**src/rtl/dac_tgc_seq_pkg.sv**
```systemverilog
// Shared types and constants for the TGC curve player and the DAC shifter it feeds.
package dac_tgc_seq_pkg;

    localparam int DAC_W        = 8;
    localparam int N_CH         = 4;
    localparam int FRAME_LEN    = 16;
    localparam int MIN_STEP_DEF = FRAME_LEN + 2;

    typedef enum logic [1:0] {
        ST_IDLE,
        ST_FETCH,
        ST_ISSUE,
        ST_WAIT
    } tgc_state_e;

    typedef logic [N_CH-1:0][DAC_W-1:0] dac_codes_t;

    // A step shorter than one shifter frame would overrun the serializer.
    function automatic logic [15:0] eff_period(input logic [15:0] div,
                                               input logic [15:0] min_p);
        return (div < min_p) ? min_p : div;
    endfunction

endpackage

```
**src/rtl/dac_tgc_seq_ram.sv**
```systemverilog
// Four-bank curve memory: one host write port, one shared registered read port.
// A read and write to the same address in one cycle returns the old data.
module dac_tgc_ram
    import dac_tgc_seq_pkg::*;
#(
    parameter int N_POINTS = 64,
    parameter int PT_W     = 6
) (
    input  logic              clk,
    input  logic              rst_n,
    input  logic              wr_en_i,
    input  logic [1:0]        wr_ch_i,
    input  logic [PT_W-1:0]   wr_addr_i,
    input  logic [DAC_W-1:0]  wr_data_i,
    input  logic              rd_en_i,
    input  logic [PT_W-1:0]   rd_addr_i,
    output dac_codes_t        rd_data_o
);

    logic [DAC_W-1:0] mem [N_CH][N_POINTS];
    dac_codes_t       rd_data_q;

    always_ff @(posedge clk) begin
        if (wr_en_i) begin
            mem[wr_ch_i][wr_addr_i] <= wr_data_i;
        end
    end

    always_ff @(posedge clk or negedge rst_n) begin
        if (!rst_n) begin
            rd_data_q <= '0;
        end else if (rd_en_i) begin
            for (int ch = 0; ch < N_CH; ch++) begin
                rd_data_q[ch] <= mem[ch][rd_addr_i];
            end
        end
    end

    assign rd_data_o = rd_data_q;

endmodule

```
**src/rtl/dac_tgc_seq.sv**
```systemverilog
// TGC curve player: steps through the stored per-channel gain curve after each start
// and hands each point to the DAC shifter with a sync strobe. DAC_TGC_PARK_EN adds a park strobe.
//
// state    | meaning
// ST_IDLE  | no playback; outputs hold last codes
// ST_FETCH | read address = current point
// ST_ISSUE | RAM data valid; load codes, strobe sync, arm step counter
// ST_WAIT  | count down to the next point
module dac_tgc_seq
    import dac_tgc_seq_pkg::*;
#(
    parameter int         N_POINTS  = 64,
    parameter int         PT_W      = 6,
    parameter int         MIN_STEP  = MIN_STEP_DEF,
    parameter logic [7:0] PARK_CODE = 8'h00
) (
    input  logic             clk,
    input  logic             rst_n,
    input  logic             i_start,
    input  logic [15:0]      i_step_div,
    input  logic             i_wr_en,
    input  logic [1:0]       i_wr_ch,
    input  logic [PT_W-1:0]  i_wr_addr,
    input  logic [7:0]       i_wr_data,
    output logic [7:0]       o_data_spi_0,
    output logic [7:0]       o_data_spi_1,
    output logic [7:0]       o_data_spi_2,
    output logic [7:0]       o_data_spi_3,
    output logic             o_sync,
    output logic             o_busy,
    output logic [PT_W-1:0]  o_point,
    output logic             o_done
);

    localparam logic [15:0]     MIN_P   = 16'(MIN_STEP);
    localparam logic [PT_W-1:0] LAST_PT = PT_W'(N_POINTS - 1);

    tgc_state_e      state_q;
    logic [PT_W-1:0] idx_q;
    logic [PT_W-1:0] point_q;
    logic [15:0]     per_q;
    logic [15:0]     cnt_q;
    logic [15:0]     per_d;
    dac_codes_t      codes_q;
    dac_codes_t      rd_codes;
    logic            sync_q;
    logic            done_q;
    logic            busy_q;
`ifdef DAC_TGC_PARK_EN
    logic            park_q;
`else
    logic            unused_park;
    assign unused_park = ^PARK_CODE;
`endif

    assign per_d = eff_period(i_step_div, MIN_P);

    dac_tgc_ram #(
        .N_POINTS (N_POINTS),
        .PT_W     (PT_W)
    ) u_ram (
        .clk       (clk),
        .rst_n     (rst_n),
        .wr_en_i   (i_wr_en),
        .wr_ch_i   (i_wr_ch),
        .wr_addr_i (i_wr_addr),
        .wr_data_i (i_wr_data),
        .rd_en_i   (state_q == ST_FETCH),
        .rd_addr_i (idx_q),
        .rd_data_o (rd_codes)
    );

    // Counter is loaded with P-3 so FETCH and ISSUE complete a P-clock step.
    always_ff @(posedge clk or negedge rst_n) begin
        if (!rst_n) begin
            state_q <= ST_IDLE;
            idx_q   <= '0;
            point_q <= '0;
            per_q   <= '0;
            cnt_q   <= '0;
            codes_q <= '0;
            sync_q  <= 1'b0;
            done_q  <= 1'b0;
            busy_q  <= 1'b0;
`ifdef DAC_TGC_PARK_EN
            park_q  <= 1'b0;
`endif
        end else begin
            sync_q <= 1'b0;
            done_q <= 1'b0;
            if (i_start) begin
                // Restart has priority over any in-flight step, including the last issue.
                state_q <= ST_FETCH;
                idx_q   <= '0;
                per_q   <= per_d;
                busy_q  <= 1'b1;
`ifdef DAC_TGC_PARK_EN
                park_q  <= 1'b0;
`endif
            end else begin
                case (state_q)
                    ST_IDLE: begin
                        busy_q <= 1'b0;
                    end
                    ST_FETCH: begin
                        state_q <= ST_ISSUE;
                    end
                    ST_ISSUE: begin
                        sync_q  <= 1'b1;
                        point_q <= idx_q;
                        cnt_q   <= per_q - 16'd3;
`ifdef DAC_TGC_PARK_EN
                        if (park_q) begin
                            codes_q <= {N_CH{PARK_CODE}};
                            done_q  <= 1'b1;
                            park_q  <= 1'b0;
                            state_q <= ST_IDLE;
                        end else begin
                            codes_q <= rd_codes;
                            state_q <= ST_WAIT;
                            if (idx_q == LAST_PT) begin
                                park_q <= 1'b1;
                            end
                        end
`else
                        codes_q <= rd_codes;
                        if (idx_q == LAST_PT) begin
                            done_q  <= 1'b1;
                            state_q <= ST_IDLE;
                        end else begin
                            state_q <= ST_WAIT;
                        end
`endif
                    end
                    ST_WAIT: begin
                        if (cnt_q == 16'd0) begin
                            state_q <= ST_FETCH;
`ifdef DAC_TGC_PARK_EN
                            if (!park_q) begin
                                idx_q <= idx_q + PT_W'(1);
                            end
`else
                            idx_q <= idx_q + PT_W'(1);
`endif
                        end else begin
                            cnt_q <= cnt_q - 16'd1;
                        end
                    end
                    default: begin
                        state_q <= ST_IDLE;
                    end
                endcase
            end
        end
    end

    assign o_data_spi_0 = codes_q[0];
    assign o_data_spi_1 = codes_q[1];
    assign o_data_spi_2 = codes_q[2];
    assign o_data_spi_3 = codes_q[3];
    assign o_sync       = sync_q;
    assign o_busy       = busy_q;
    assign o_point      = point_q;
    assign o_done       = done_q;

endmodule

```
**config.mk**
```make
export PLATFORM = sky130hd
export DESIGN_NAME = dac_tgc_seq
export DESIGN_NICKNAME = d
export VERILOG_FILES = /design/src/rtl/dac_tgc_seq_pkg.sv /design/src/rtl/dac_tgc_seq_ram.sv /design/src/rtl/dac_tgc_seq.sv
export SDC_FILE = /design/constraint.sdc
export NUM_CORES = 2
export LEC_CHECK = 0
export CAP_MARGIN = 25
export CORE_ASPECT_RATIO = 1.5
export CORE_MARGIN = 3
export CORE_UTILIZATION = 25
export DETAILED_ROUTE_END_ITERATION = 6
export GPL_TIMING_DRIVEN = 0
export PLACE_DENSITY = 0.43
export SYNTH_ARGS = -nofsm -noshare
export SYNTH_HDL_FRONTEND = slang
export SYNTH_SLANG_ARGS = --single-unit
```
**constraint.sdc**
```tcl
create_clock -name clk -period 4.3 [get_ports clk]
set_input_delay 1.075 -clock clk [delete_from_list [all_inputs] [get_ports clk]]
set_output_delay 1.075 -clock clk [all_outputs]
set_load 0.05 [all_outputs]
```
[Word level (Yosys, flattened, before mapping)]
Memories as Yosys holds them, arrays and structs flattened.
Index checks and enable logic that the tools add are counted.
Storage, ports and cells
  bits in registers: 113
  bits in writable memories: 2048
  memories: 1
Operators by class
  $add $sub $neg: 3
  magnitude comparators: 4
  equal/unequal tests: 6
  muxes and demuxes: 33
  bitwise operators: 3
  reductions and logical operators: 12
Memory list
  u_ram.mem: depth 4, width 512, read ports 4, clocked after memory_dff 0, write ports 1, RTL line dac_tgc_seq_ram.sv:20  | logic [DAC_W-1:0] mem [N_CH][N_POINTS];
Operators by type and width (number)
  $mux 512: 1
  $bmux 8 s6: 4
  $mux 8: 9
  $demux 8 s6: 1
  $mux 16: 2
  $pmux 16 s2: 1
  $mux 6: 3
  $logic_not 16->1: 1
  $lt 16x5->1 const B: 1
  $sub 16x1->16 const B: 1
  $sub 16x2->16 const B: 1
  $ge 7x7->1 const B: 2
  $not 6->7: 2
  $mux 1: 8
  $reduce_bool 2->1: 4
  $lt 7x1->1 const B: 1
  $add 6x1->6 const B: 1
  $eq 6x6->1 const B: 1
  $mux 2: 3
  $pmux 2 s3: 1
  $reduce_and 2->1: 3
  $eq 2x2->1 const B: 2
  $reduce_bool 4->1: 1
  $ne 3x3->1 const B: 1
  other kinds (6): 6

[Depth between registers and ports, before layout]
  depth in word-level cells: 6
  depth in mapped cells: 9

[Modules after synthesis]
A second synthesis with hierarchy kept.
Unflattened totals
  cell total of the unflattened synthesis: 4486
  area, all modules: 84227.0 um^2
By module, submodules not included
  dac_tgc_ram: times used 1, cells an instance 4151, area an instance 80384.6 um^2, sequential area each 62299.8 um^2
  dac_tgc_seq: times used 1, cells an instance 335, area an instance 3842.4 um^2, sequential area each 2026.9 um^2

[Worst setup path after synthesis]
No wires, ideal clock.
  path kind: input port to flip-flop
  from: in i_wr_addr[4]
  to: mem u_ram.mem[0][320] in the netlist's numbering, enable pin
  setup time: 370 ps
  arrival: 2451 ps
  required time: 3930 ps
  setup slack: 1478 ps
  stages on the path: 4
  buffers on the path: 1
  path through: clkbuf_1 nor3b_1 nand2_1 nor2_1
On the way
  cells in the longest elaborated chain, start to end: 6
  elaborated cells on any way between the ends: 7
Ends and longest elaborated chain
  from (decl): RTL line dac_tgc_seq.sv:23  | input logic [PT_W-1:0] i_wr_addr,
  $not 6->7 (not written as such) (*): RTL line dac_tgc_seq_ram.sv:25  | mem[wr_ch_i][wr_addr_i] <= wr_data_i;
  $ge 7x7->1 (not written as such) / $lt 7x1->1 (equally long branches): RTL line dac_tgc_seq_ram.sv:25
  $logic_and 1x1->1 (not written as such): RTL line dac_tgc_seq_ram.sv:25
  $mux 8 (not written as such): RTL line dac_tgc_seq_ram.sv:25
  $demux 8 s6 (*): RTL line dac_tgc_seq_ram.sv:25
  $mux 512 (not written as such) (*): RTL line dac_tgc_seq_ram.sv:25
  to (decl): RTL line dac_tgc_seq_ram.sv:20
Mark *: on every way between the ends. The rest lies on a longest branch, timed or not.

[Worst setup path after layout]
  from: reg idx_q[0]
  to: reg u_ram.rd_data_q, in the netlist u_ram.rd_data_o[8]
On the way
  cells in the longest elaborated chain, start to end: 4
Ends and longest elaborated chain
  from (decl): RTL line dac_tgc_seq.sv:39  | logic [PT_W-1:0] idx_q;
  from (signal assigned): RTL line dac_tgc_seq.sv:143  | idx_q <= idx_q + PT_W'(1);
  $not 6->7 (not written as such): RTL line dac_tgc_seq_ram.sv:34  | rd_data_q[ch] <= mem[ch][rd_addr_i];
  $bmux 8 s6: RTL line dac_tgc_seq_ram.sv:34
  $mux 8 (not written as such) (2 in series): RTL line dac_tgc_seq_ram.sv:34
  to (signal, indexed assignment): RTL line dac_tgc_seq_ram.sv:34
  to (decl): RTL line dac_tgc_seq_ram.sv:21  | dac_codes_t rd_data_q;
Every way passes these cells. The select of a mux whose other input is x is not followed.
A chain may end at the register's enable or synchronous reset.

==> results_dict.tcl <==
set metrics [dict create \
    slew_headroom 0.1956 \
    synth_edf_count 2048 \
    ant_nets 0 \
    holdCritPathClass "primary input to asynchronous set/reset pin" \
    first_global_vias 45651 \
    clockRootBuffer "clkbuf_16" \
    crit_chain "buf_2, buf_4, buf_2, mux4_2, mux2i_1, o21ai_0, a22oi_1, nand2_1" \
    drive_gt1_frac 0.2352 \
    fmaxAchievable_ghz 0.2331 \
    design_area_um2 99280 \
    start_util 0.2511 \
    dieArea_um2 343000 \
    via_per_inst 4.704 \
    drcViolationCount 0 \
    clock-sinks 2161 \
    drt-pass1-iter-count 7 \
    p_leak_nw 29.96 \
    syn2layout_area_growth_pct 18.24 \
    layout_common_cells "edfxtp_1 (2048), mux4_2 (483), nor2_1 (314), nand2_1 (236), clkbuf_16 (209)" \
    routed_wl_um 291800 \
    grt_max_degree 141 \
    slew_viol_final 0 \
    rsz0062_at_grt "no" \
    h-tree-depth 4 \
    ys_types 70 \
    n_fill_cell 33026 \
    synthFlopType "edfxtp_1" \
    cts_buffers 208 \
    maxCapViolations 0 \
    crit_fanout 10 \
    r2r-start "idx_q[0]" \
    yosysSeqAreaShare 0.7661 \
    chipWidth_um 479.2 \
    reg2reg_to "u_ram.rd_data_o[8]" \
    placed_area_um2 92550 \
    rrSetupSlack_ps 10 \
    synthesis.nets 4262 \
    power_density_nw_per_um2 458.9 \
    cts_tree "done" \
    drt-initial-drc-count 3959 \
    power_mw 45.56 \
    core_um2 334400 \
    final.min_clock_period_ps 4290 \
    gr-usage-all-layers 0.1664 \
    antenna_found_initial 18 \
    cp-end-kind "flip-flop" \
    yosys-top-cells-area "edfxtp_1 (73%), mux4_2 (13%), dfrtp_1 (3.4%)" \
    dpl.hpwl_um 206500 \
    worst_hold_slack_ps 185.2 \
    yosys.area.top_type "edfxtp_1" \
    final_net_count 4743 \
    grt_pass1_wl_um 394200 \
    status "finished clean" \
    ir_worst_vdd_mv 0.2952 \
    overflow 0 \
    clock_path_buffers 4 \
    clk_pin_slew_ps 70 \
    synth-seq-cells 2161 \
    gp_congestion 0.9207 \
    syn_avg_cell_area_um2 19.90 \
    slowest_stage "a22oi_1" \
    crit_top_cell "buf_2" \
    synth_area_um2 83960 \
    num_rows 260 \
    endpoint "u_ram.rd_data_o[8]" \
    hold_viol_final 0 \
    path_class "flip-flop to flip-flop" \
    cp-startpoint "idx_q[0]" \
    min_period_over_period 0.9977 \
    clock_latency_ps 860 \
    start_kind "flip-flop" \
    ios 77 \
    critPathBufInv 3 \
    finClkSkew_ps 53.52 \
    path_depth 8 \
    worstPathArrival_ps 4990 \
    cp_top_family "buffers and inverters" \
    setup_viol 0 \
    layout_commonest_cell "edfxtp_1" \
    routed-via-count 43850 \
    synth_top_area_share 0.7325 \
    critPathMaxStageDelay_ps 840 \
    required_ps 5000 \
    wl_per_cell_um 31.30 \
    tns_ps 0 \
    yosys_warnings 0 \
    die_y_um 715.8 \
    worst_slew_pin_slew_ps 1202 \
    io_buffers 72 \
    async_reset_ff_frac 0.05229 \
    synthCells 4219 \
    r2r_cells 8 \
]
-- synth_stat cells, types with 17 or more instances --
library cell	n
clkbuf_1	127
mux2i_1	101
mux2_2	43
nor2_1	318
o21ai_0	97
buf_1	39
a21oi_1	46
a211oi_1	32
mux4_2	483
dfrtp_1	113
edfxtp_1	2048
nand2_1	236
o22ai_1	65
nor4_1	35
buf_2	73
nor3_1	18
inv_1	17
nor2b_1	39
a22oi_1	117
-- per-stage QoR --
stage / instances / setup slack, ps / utilization
3_5_place_dp: 8922 / -669.9 / 0.2767
3_3_place_gp: 8745 / -6721 / 0.2699
6_report: 9322 / 10.04 / 0.2969
5_1_grt: 9315 / 8.430 / 0.2968
4_1_cts: 9292 / 7.326 / 0.2962
2_1_floorplan: 4219 / 1478 / -
-- layer usage --
layer | up-vias | GRT usage | share of wire
li1 | 18160 | - | -
met4 | 6 | 0.08962 | 0.062
met2 | 1479 | 0.3046 | 0.53
met5 | - | 0 | 0.00014
met3 | 520 | 0.02783 | 0.052
met1 | 23685 | 0.1827 | 0.36
-- state kept, by name, indices dropped and copies added, names as in the netlist, 2 cells and up --
| register | count |
|---|---|
| o_data_spi_2 | 8 |
| idx_q | 6 |
| cnt_q | 16 |
| state_q | 2 |
| o_data_spi_3 | 8 |
| o_point | 6 |
| o_data_spi_1 | 8 |
| u_ram.rd_data_o | 32 |
| u_ram.mem | 2048 |
| per_q | 16 |
| o_data_spi_0 | 8 |
-- cell type report --
cell class	instances	area (um2)	share of cell area
Inverter	17	63.81	0.0006428
Sequential cell	2161	64330	0.6480
Clock buffer	259	5478	0.05518
Multi-Input combinational cell	1793	18630	0.1877
Buffer	248	1070	0.01078
Clock inverter	111	1015	0.01022
Antenna cell	8	20.02	0.0002017
Timing Repair Buffer	271	3099	0.03122
Tap cell	4454	5573	0.05613
-- logic make-up (layout without fill, tap and decap cells) --
kind of cell    Yosys count  in the layout  share of synthesized area
xor+xnor                 15             15                   0.001565
fa+ha+maj                 7              7                   0.001043
other cells               0              8                          0
simple gates            743            743                    0.03970
flops                  2161           2161                     0.7661
compound gates          401            401                    0.03086
mux                     627            627                     0.1474
buf+inv                 265            906                    0.01334
-- power breakdown --
part | switching (mW) | internal (mW)
Combinational | 2.35 | 0.994
Clock | 8.15 | 10.1
Sequential | 0.507 | 23.5
-- worst min path at each step --
stage / endpoint / cells after the start
6_report: o_data_spi_2[5] / 1
5_1_grt: o_data_spi_2[5] / 1
4_1_cts: o_data_spi_2[5] / 1
3_5_place_dp: o_data_spi_0[2] / 2
3_3_place_gp: o_data_spi_0[7] / 2
2_1_floorplan: o_data_spi_0[7] / 2
-- what timing repair did --
item | CTS | global route
hold endpoints to repair | 0 | 0
resized for setup | 3 | 4
setup endpoints to repair | 19 | 6
hold buffers | 0 | 0
setup buffers | 0 | 0
-- worst reg2reg max path: stages, from the launching register on --
cell     delay [ps]
dfrtp_1         480
buf_2           370
buf_4           470
buf_2           510
mux4_2          570
mux2i_1         460
o21ai_0         310
a22oi_1         840
nand2_1         130
Note: power is estimated with default switching activity, not from simulation.
